`src/rtl/muldiv_pkg.sv`:
```
// muldiv_pkg: shared encodings and constants for the iterative multiply/divide unit.
package muldiv_pkg;

  localparam int          MD_ITERS   = 32;
  localparam int          MD_CNT_W   = $clog2(MD_ITERS);
  localparam logic [31:0] MD_DIVZ_LO = 32'hFFFF_FFFF;

  typedef enum logic [1:0] {
    MD_MULT  = 2'b00,
    MD_MULTU = 2'b01,
    MD_DIV   = 2'b10,
    MD_DIVU  = 2'b11
  } md_op_t;

  typedef enum logic [1:0] {
    IDLE,
    RUN,
    FIX
  } md_state_t;

endpackage

```
`src/rtl/muldiv_if.sv`:
```
// muldiv_if: EXE/ID-side handshake and HI/LO read bus of the multiply/divide unit.
interface muldiv_if #(
  parameter int WIDTH = 32
);

  logic             start;
  logic [1:0]       op;
  logic [WIDTH-1:0] rs_val;
  logic [WIDTH-1:0] rt_val;
  logic             flush;
  logic             hilo_rd;
  logic             busy;
  logic             done;
  logic             stall;
  logic [WIDTH-1:0] hi;
  logic [WIDTH-1:0] lo;

  // Pipeline side: issues operations, reads HI/LO.
  modport master (
    output start, op, rs_val, rt_val, flush, hilo_rd,
    input  busy, done, stall, hi, lo
  );

  // Unit side.
  modport slave (
    input  start, op, rs_val, rt_val, flush, hilo_rd,
    output busy, done, stall, hi, lo
  );

endinterface

```
`src/rtl/muldiv_step.sv`:
```
// muldiv_step: one radix-2 iteration on the 64-bit working register.
//   multiply: {partial_hi, multiplier} -- add multiplicand if bit0, shift right.
//   divide:   {remainder, dividend/quotient} -- shift left, restoring subtract.
module muldiv_step #(
  parameter int WIDTH = 32
) (
  input  logic               is_div,
  input  logic [2*WIDTH-1:0] acc_i,
  input  logic [WIDTH-1:0]   opnd_i,
  output logic [2*WIDTH-1:0] acc_o
);

  logic [WIDTH:0]   add_sum;
  logic [2*WIDTH:0] shl;
  logic [WIDTH:0]   trial;

  // Single shift-add / shift-subtract iteration; carries are kept in the extra MSB.
  always_comb begin
    // NOTE: every combinational output gets a default first so no path leaves it unassigned (no latch).
    acc_o   = '0;
    add_sum = {1'b0, acc_i[2*WIDTH-1:WIDTH]} + {1'b0, opnd_i};
    shl     = {acc_i, 1'b0};
    trial   = shl[2*WIDTH:WIDTH] - {1'b0, opnd_i};
    if (!is_div) begin
      if (acc_i[0]) acc_o = {add_sum, acc_i[WIDTH-1:1]};
      else          acc_o = {1'b0, acc_i[2*WIDTH-1:1]};
    end else if (!trial[WIDTH]) begin
      acc_o = {trial[WIDTH-1:0], shl[WIDTH-1:1], 1'b1};
    end else begin
      acc_o = shl[2*WIDTH-1:0];
    end
  end

endmodule

```
`src/rtl/muldiv_unit.sv`:
```
// muldiv_unit: iterative MULT/MULTU/DIV/DIVU with architectural HI/LO.
// Operates on magnitudes for 32 iterations, then applies sign correction in FIX.
// HI/LO and done are registered on the edge that leaves FIX.
// Optional: define MULDIV_EARLY_OUT_EN to finish trivially-zero operations in 2 cycles.
module muldiv_unit
  import muldiv_pkg::*;
#(
  parameter int WIDTH = 32
) (
  input logic      clk,
  input logic      rst_n,
  muldiv_if.slave  bus
);

  localparam logic [MD_CNT_W-1:0] LAST_CNT = MD_CNT_W'(MD_ITERS - 1);

  md_state_t            state_q, state_d;
  logic [MD_CNT_W-1:0]  cnt_q, cnt_d;
  logic [2*WIDTH-1:0]   acc_q, acc_d, acc_step;
  logic [WIDTH-1:0]     opnd_q, opnd_d;
  logic [WIDTH-1:0]     hi_q, hi_d, lo_q, lo_d;
  logic                 is_div_q, is_div_d, neg_q, neg_d, rneg_q, rneg_d;
  logic                 divz_q, divz_d, done_q, done_d;

  logic                 op_div, op_signed, rs_neg, rt_neg, early_out, busy;
  logic [WIDTH-1:0]     rs_mag, rt_mag, quo_fix, rem_fix;
  logic [2*WIDTH-1:0]   prod_fix;

  muldiv_step #(.WIDTH(WIDTH)) u_step (
    .is_div (is_div_q),
    .acc_i  (acc_q),
    .opnd_i (opnd_q),
    .acc_o  (acc_step)
  );

  // Issue-side decode: magnitudes, result signs and the optional early-out test.
  always_comb begin
    op_div    = (bus.op == MD_DIV)  || (bus.op == MD_DIVU);
    op_signed = (bus.op == MD_MULT) || (bus.op == MD_DIV);
    rs_neg    = op_signed & bus.rs_val[WIDTH-1];
    rt_neg    = op_signed & bus.rt_val[WIDTH-1];
    rs_mag    = rs_neg ? -bus.rs_val : bus.rs_val;
    rt_mag    = rt_neg ? -bus.rt_val : bus.rt_val;
`ifdef MULDIV_EARLY_OUT_EN
    early_out = op_div ? ((bus.rs_val == '0) && (bus.rt_val != '0))
                       : ((bus.rs_val == '0) || (bus.rt_val == '0));
`else
    early_out = 1'b0;
`endif
  end

  // Sign correction of the magnitude result; divide-by-zero forces LO to all ones.
  always_comb begin
    prod_fix = neg_q ? -acc_q : acc_q;
    rem_fix  = rneg_q ? -acc_q[2*WIDTH-1:WIDTH] : acc_q[2*WIDTH-1:WIDTH];
    quo_fix  = neg_q ? -acc_q[WIDTH-1:0] : acc_q[WIDTH-1:0];
    if (divz_q) quo_fix = MD_DIVZ_LO;
  end

  // FSM next state, datapath loads and HI/LO update; flush overrides everything.
  always_comb begin
    state_d  = state_q;
    cnt_d    = cnt_q;
    acc_d    = acc_q;
    opnd_d   = opnd_q;
    is_div_d = is_div_q;
    neg_d    = neg_q;
    rneg_d   = rneg_q;
    divz_d   = divz_q;
    hi_d     = hi_q;
    lo_d     = lo_q;
    done_d   = 1'b0;
    case (state_q)
      IDLE: begin
        if (bus.start) begin
          opnd_d   = op_div ? rt_mag : rs_mag;
          acc_d    = op_div ? {{WIDTH{1'b0}}, rs_mag} : {{WIDTH{1'b0}}, rt_mag};
          is_div_d = op_div;
          neg_d    = rs_neg ^ rt_neg;
          rneg_d   = rs_neg;
          divz_d   = op_div && (bus.rt_val == '0);
          cnt_d    = '0;
          state_d  = RUN;
          if (early_out) begin
            acc_d   = '0;
            state_d = FIX;
          end
        end
      end
      RUN: begin
        acc_d = acc_step;
        cnt_d = cnt_q + 1'b1;
        if (cnt_q == LAST_CNT) state_d = FIX;
      end
      FIX: begin
        hi_d    = is_div_q ? rem_fix : prod_fix[2*WIDTH-1:WIDTH];
        lo_d    = is_div_q ? quo_fix : prod_fix[WIDTH-1:0];
        done_d  = 1'b1;
        state_d = IDLE;
      end
      default: state_d = IDLE;
    endcase
    if (bus.flush) begin
      state_d = IDLE;
      hi_d    = hi_q;
      lo_d    = lo_q;
      done_d  = 1'b0;
    end
  end

  // Control state and architectural HI/LO, synchronous active-low reset.
  always_ff @(posedge clk) begin
    // NOTE: sequential state uses non-blocking assignments so every flop samples pre-edge values.
    if (!rst_n) begin
      state_q <= IDLE;
      cnt_q   <= '0;
      hi_q    <= '0;
      lo_q    <= '0;
      done_q  <= 1'b0;
    end else begin
      state_q <= state_d;
      cnt_q   <= cnt_d;
      hi_q    <= hi_d;
      lo_q    <= lo_d;
      done_q  <= done_d;
    end
  end

  // Working datapath registers, always loaded at issue before use.
  always_ff @(posedge clk) begin
    // NOTE: no reset here on purpose; these are overwritten on every issue and never observed before that.
    acc_q    <= acc_d;
    opnd_q   <= opnd_d;
    is_div_q <= is_div_d;
    neg_q    <= neg_d;
    rneg_q   <= rneg_d;
    divz_q   <= divz_d;
  end

  // Busy covers the whole operation up to and including the done cycle.
  always_comb begin
    busy      = (state_q != IDLE) | done_q;
    bus.busy  = busy;
    bus.done  = done_q;
    bus.stall = busy & bus.hilo_rd;
    bus.hi    = hi_q;
    bus.lo    = lo_q;
  end

endmodule
```
`src/flat_wrapper.sv`:
```
// flat-port wrapper written by rule: the top's interface ports become plain ports
module muldiv_unit_flat import muldiv_pkg::*;
#(
  parameter int WIDTH = 32
)
  (clk, rst_n, bus_start, bus_op, bus_rs_val, bus_rt_val, bus_flush, bus_hilo_rd, bus_busy, bus_done, bus_stall, bus_hi, bus_lo);
  muldiv_if #(.WIDTH(WIDTH)) bus_i ();
  input logic clk;
  input logic rst_n;
  input wire logic [$bits(bus_i.start)-1:0] bus_start;
  input wire logic [$bits(bus_i.op)-1:0] bus_op;
  input wire logic [$bits(bus_i.rs_val)-1:0] bus_rs_val;
  input wire logic [$bits(bus_i.rt_val)-1:0] bus_rt_val;
  input wire logic [$bits(bus_i.flush)-1:0] bus_flush;
  input wire logic [$bits(bus_i.hilo_rd)-1:0] bus_hilo_rd;
  output wire logic [$bits(bus_i.busy)-1:0] bus_busy;
  output wire logic [$bits(bus_i.done)-1:0] bus_done;
  output wire logic [$bits(bus_i.stall)-1:0] bus_stall;
  output wire logic [$bits(bus_i.hi)-1:0] bus_hi;
  output wire logic [$bits(bus_i.lo)-1:0] bus_lo;
  assign bus_i.start = bus_start;
  assign bus_i.op = bus_op;
  assign bus_i.rs_val = bus_rs_val;
  assign bus_i.rt_val = bus_rt_val;
  assign bus_i.flush = bus_flush;
  assign bus_i.hilo_rd = bus_hilo_rd;
  assign bus_busy = bus_i.busy;
  assign bus_done = bus_i.done;
  assign bus_stall = bus_i.stall;
  assign bus_hi = bus_i.hi;
  assign bus_lo = bus_i.lo;
  muldiv_unit #(.WIDTH(WIDTH)) u_core (.clk(clk), .rst_n(rst_n), .bus(bus_i));
endmodule
```
`config.mk`:
```
export PLATFORM = sky130hd
export DESIGN_NAME = muldiv_unit_flat
export DESIGN_NICKNAME = d
export VERILOG_FILES = /design/src/rtl/muldiv_pkg.sv /design/src/rtl/muldiv_if.sv /design/src/rtl/muldiv_step.sv /design/src/rtl/muldiv_unit.sv /design/src/flat_wrapper.sv
export SDC_FILE = /design/constraint.sdc
export NUM_CORES = 1
export LEC_CHECK = 0
export CAP_MARGIN = 20
export CORE_UTILIZATION = 40
export CTS_BUF_LIST = sky130_fd_sc_hd__clkbuf_8
export DETAILED_ROUTE_END_ITERATION = 12
export GPL_TIMING_DRIVEN = 0
export PLACE_DENSITY = 0.62
export SLEW_MARGIN = 20
export SYNTH_ARGS = -nofsm -noshare
export SYNTH_HDL_FRONTEND = slang
export SYNTH_HIERARCHICAL = 1
export SYNTH_SLANG_ARGS = --single-unit
export TNS_END_PERCENT = 5
```
`constraint.sdc`:
```
create_clock -name clk -period 5.5 [get_ports clk]
set_input_delay 1.375 -clock clk [delete_from_list [all_inputs] [get_ports clk]]
set_output_delay 1.375 -clock clk [all_outputs]
set_load 0.005 [all_outputs]
```
==> run summary <==
Status - finished clean
DRC violations left - 0
Leak Pwr - 6.42 nW
Minimum clock period - 5.39 ns
Fmax - 0.186 GHz
WL per Instance - 22.6 microns
CP endpoint kind - flop
FF-to-FF End - u_core/acc_q[62]$_SDFFCE_PN0P_
# hold bufs at CTS - 0
Clock skew - 0.0191 ns
# nets final - 2106
Placer Congestion - 0.989
HP Class - flop to flop
Proportion of layout cells with a drive suffix above 1 - 5.01%
Pin count of the biggest net entering global routing - 39
Async SR Flop Fraction - 0%
TNS Setup - 0 ns
Required time of the critical path - 5.76 ns
Multi-input logic area - 9760 sq um
Worst R2R Start - u_core/acc_q[34]$_SDFFCE_PN0P_
Global routing usage on met3 - 3.14%
Critical path class - flop to flop
CTS Buf Count - 17
Diodes inserted - 0
Vias per cell - 6.01
Die Width - 195 microns
Initial Util - 40.6%
Clock root cell - clkbuf_8
Via Count - 14.7k
Setup-failing EPs final - 0
Seq/Total Area, Yosys - 30.0%
CP arrival - 5.65 ns
CTS tree - yes
Slew @ Worst Pin - 1.00 ns
Syn nets - 1950
Worst Hold Path EP - u_core/cnt_q[3]$_SDFFE_PN0P_
Register area - 4440 sq um
Synthesized instance count - 1807
Initial drt markers - 1352
Total gr overflow - 0
# IOs - 138
Area grow syn2layout - 16.0%
Worst-path fanout max - 10
Post-Route WL - 55300 microns
Routed Antenna Nets - 0
Peak supply drop - 0.148 mV
Initial antenna violation count - 0
Pre-antenna DRT Iters - 6
Startpoint Class - flop
Reg clk slew, reported paths - 0.11 ns
Clk_lat worst skew - 0.49 ns
Vias in the first global route - 13.6k
#FFs+latches synth - 172
Post-layout util - 47.1%
Most used DFF post-synth - edfxtp_1
Yosys warning count - 6
Setup bufs post-CTS - 0
First-pass GRT wire length - 82900 microns
FILL cells - 3622
Tcrit/Tclk final - 98.0%
Mapped cell area - 14800 sq um
Met2 usage - 46.3%
Number of synthesized flops with an enable pin - 100
Post-synth cell types - 87
Row count - 70
H-Tree Depth - 4
HP Start - u_core/cnt_q[3]$_SDFFE_PN0P_
Die Height - 195 microns
RSZ-0062 raised after global routing - false
Core area - 36500 sq um
Sink Count - 172
Max_cap viols - 0
GRT Overall Usage - 28.8%
Die Area - 37800 sq um
Hold Vio Cnt, Final - 0
Syn Area/Cell - 8.20 sq um
Reg2Reg Setup Slack - 0.11 ns
Slew headroom - 32.7%
Cell count of the worst reg-to-reg path - 14
Slew Viols, Final - 0
Grt peak-use layer - met2
GR Util met1 - 40.1%
Pwr/cell area - 235 nW/um^2
Post-DP HPWL - 43800 microns
Port bufs - 136
Hold depth - 1
Max Root-Sink Buffers - 2
==> logic make-up after synthesis <==
group,count (synthesis),synth area share [%]
and+or+nand+nor,620,21.3
AOI/OAI and AO/OA,531,22.1
DFF,172,30.0
xor gates and xnor gates,164,9.69
buffers and inverters,157,4.27
muxes,91,6.44
adders and majority gates,72,6.18
==> critical path, stage by stage, from the launching register on <==
cell and delay (ns):
edfxtp_1 0.62, ha_1 0.45, o211ai_1 0.18, a21oi_1 0.10, a2111oi_1 0.91, o21a_1 0.33
nor3_2 0.11, o211ai_1 0.38, mux2i_2 0.71, and2_1 0.23, buf_4 0.22, buf_6 0.23
mux2i_1 0.37, a22oi_2 0.13, and2_1 0.17
==> cell usage after synthesis (28+ instances only) <==
cell type / count / area share, %
a21oi_1: 182 / 6.1
nor2_1: 148 / 3.7
nand2_1: 136 / 3.4
o21ai_0: 121 / 4.1
edfxtp_1: 100 / 20
xor2_1: 83 / 4.9
xnor2_1: 81 / 4.8
clkbuf_1: 75 / 1.9
dfxtp_1: 72 / 9.7
ha_1: 70 / 5.9
inv_1: 64 / 1.6
mux2i_1: 56 / 3.8
nor3_1: 50 / 1.7
and2_1: 47 / 2.0
nand3_1: 41 / 1.4
mux2_2: 34 / 2.6
o31ai_1: 32 / 1.6
nor2b_1: 30 / 1.3
nor4_1: 29 / 1.2
a211oi_1: 28 / 1.4
==> per-layer routing <==
metal	part of all wire (%)	wire length, microns
met1	46	25600
met4	3.0	1650
met5	0	0
met2	45	24900
met3	5.8	3230
==> how the worst max path moves through the flow <==
stage / from / slack [ns] / to / cells after the start
3_5_place_dp: u_core/acc_q[34]$_SDFFCE_PN0P_ / 0.05 / u_core/acc_q[62]$_SDFFCE_PN0P_ / 14
5_1_grt: u_core/acc_q[34]$_SDFFCE_PN0P_ / 0.1 / u_core/acc_q[62]$_SDFFCE_PN0P_ / 14
4_1_cts: u_core/acc_q[34]$_SDFFCE_PN0P_ / 0.04 / u_core/acc_q[62]$_SDFFCE_PN0P_ / 14
3_3_place_gp: bus_start / -0.21 / u_core/acc_q[43]$_SDFFCE_PN0P_ / 5
6_report: u_core/acc_q[34]$_SDFFCE_PN0P_ / 0.11 / u_core/acc_q[62]$_SDFFCE_PN0P_ / 14
2_1_floorplan: bus_start / 1.41 / u_core/acc_q[0]$_DFFE_PP_ / 4
==> sequential cells by signal, indices dropped and copies added (netlist names), 2 cells and up <==
register and count:
u_core/bus.lo 32, u_core/cnt_q 5, u_core/bus.hi 32, u_core/opnd_q 32, u_core/acc_q 64, u_core/state_q 2
==> cell type report <==
| class | instances | share of cell area [%] |
|---|---|---|
| multi-input combinational | 1478 | 56.7 |
| sequential | 172 | 25.8 |
| timing repair buffer | 137 | 8.03 |
| tap | 468 | 3.40 |
| buffer | 91 | 2.24 |
| inverter | 66 | 1.45 |
| clock buffer | 18 | 1.44 |
| clock inverter | 14 | 0.858 |
==> metrics by stage <==
step                total power [mW]  area [sq um]  setup slack (ns)  hold WS (ns)  instances
finish                          4.04         17200             0.111         0.449       2444
global route                    4.25         17200            0.0993         0.468       2444
CTS                             4.04         17200            0.0354         0.452       2444
detailed placement              3.12         16800            0.0537         0.437       2412
global placement                3.11         16800            -0.206         0.436       2411
floorplan                       2.62         14800              1.41         0.414       1807
==> power breakdown <==
part | leakage, nW | internal (mW) | switching, mW
clock network | 0.195 | 0.350 | 0.563
logic | 4.66 | 0.609 | 0.894
registers | 1.57 | 1.46 | 0.165
==> cells in the final DEF, fill, tap and decap left out, types with 10 or more instances in the layout <==
master           synthesis  final
o31ai_1                 32     32
nor2b_1                 30     30
xnor2_1                 81     81
o211ai_1                13     13
nand4_1                 22     22
a31oi_1                 23     23
mux2i_1                 56     55
ha_1                    70     70
a22oi_1                 10     10
nand3_1                 41     41
o21ai_0                121    121
dfxtp_1                 72     72
o21ai_1                 11     11
o21a_1                  13     13
a211oi_1                28     28
nor3_1                  50     49
nand2_1                136    136
and2_1                  47     47
or4_1                   16     16
nand2b_1                22     22
and3_1                  21     21
a41oi_1                 10     10
clkbuf_8                 1     19
or3_1                   21     21
nor2_1                 148    148
xor2_1                  83     83
a21oi_1                182    182
clkbuf_1                75     75
a21o_1                  20     20
inv_1                   64     62
clkdlybuf4s50_1          0    136
nor4_1                  29     29
edfxtp_1               100    100
mux2_2                  34     34
==> timing repair <==
action                                  CTS  global route
endpoints found under the setup margin    0            10
hold endpoints to repair                  0             0
resized for setup                         0             1
No activity file was read; power rests on OpenSTA's default activity.
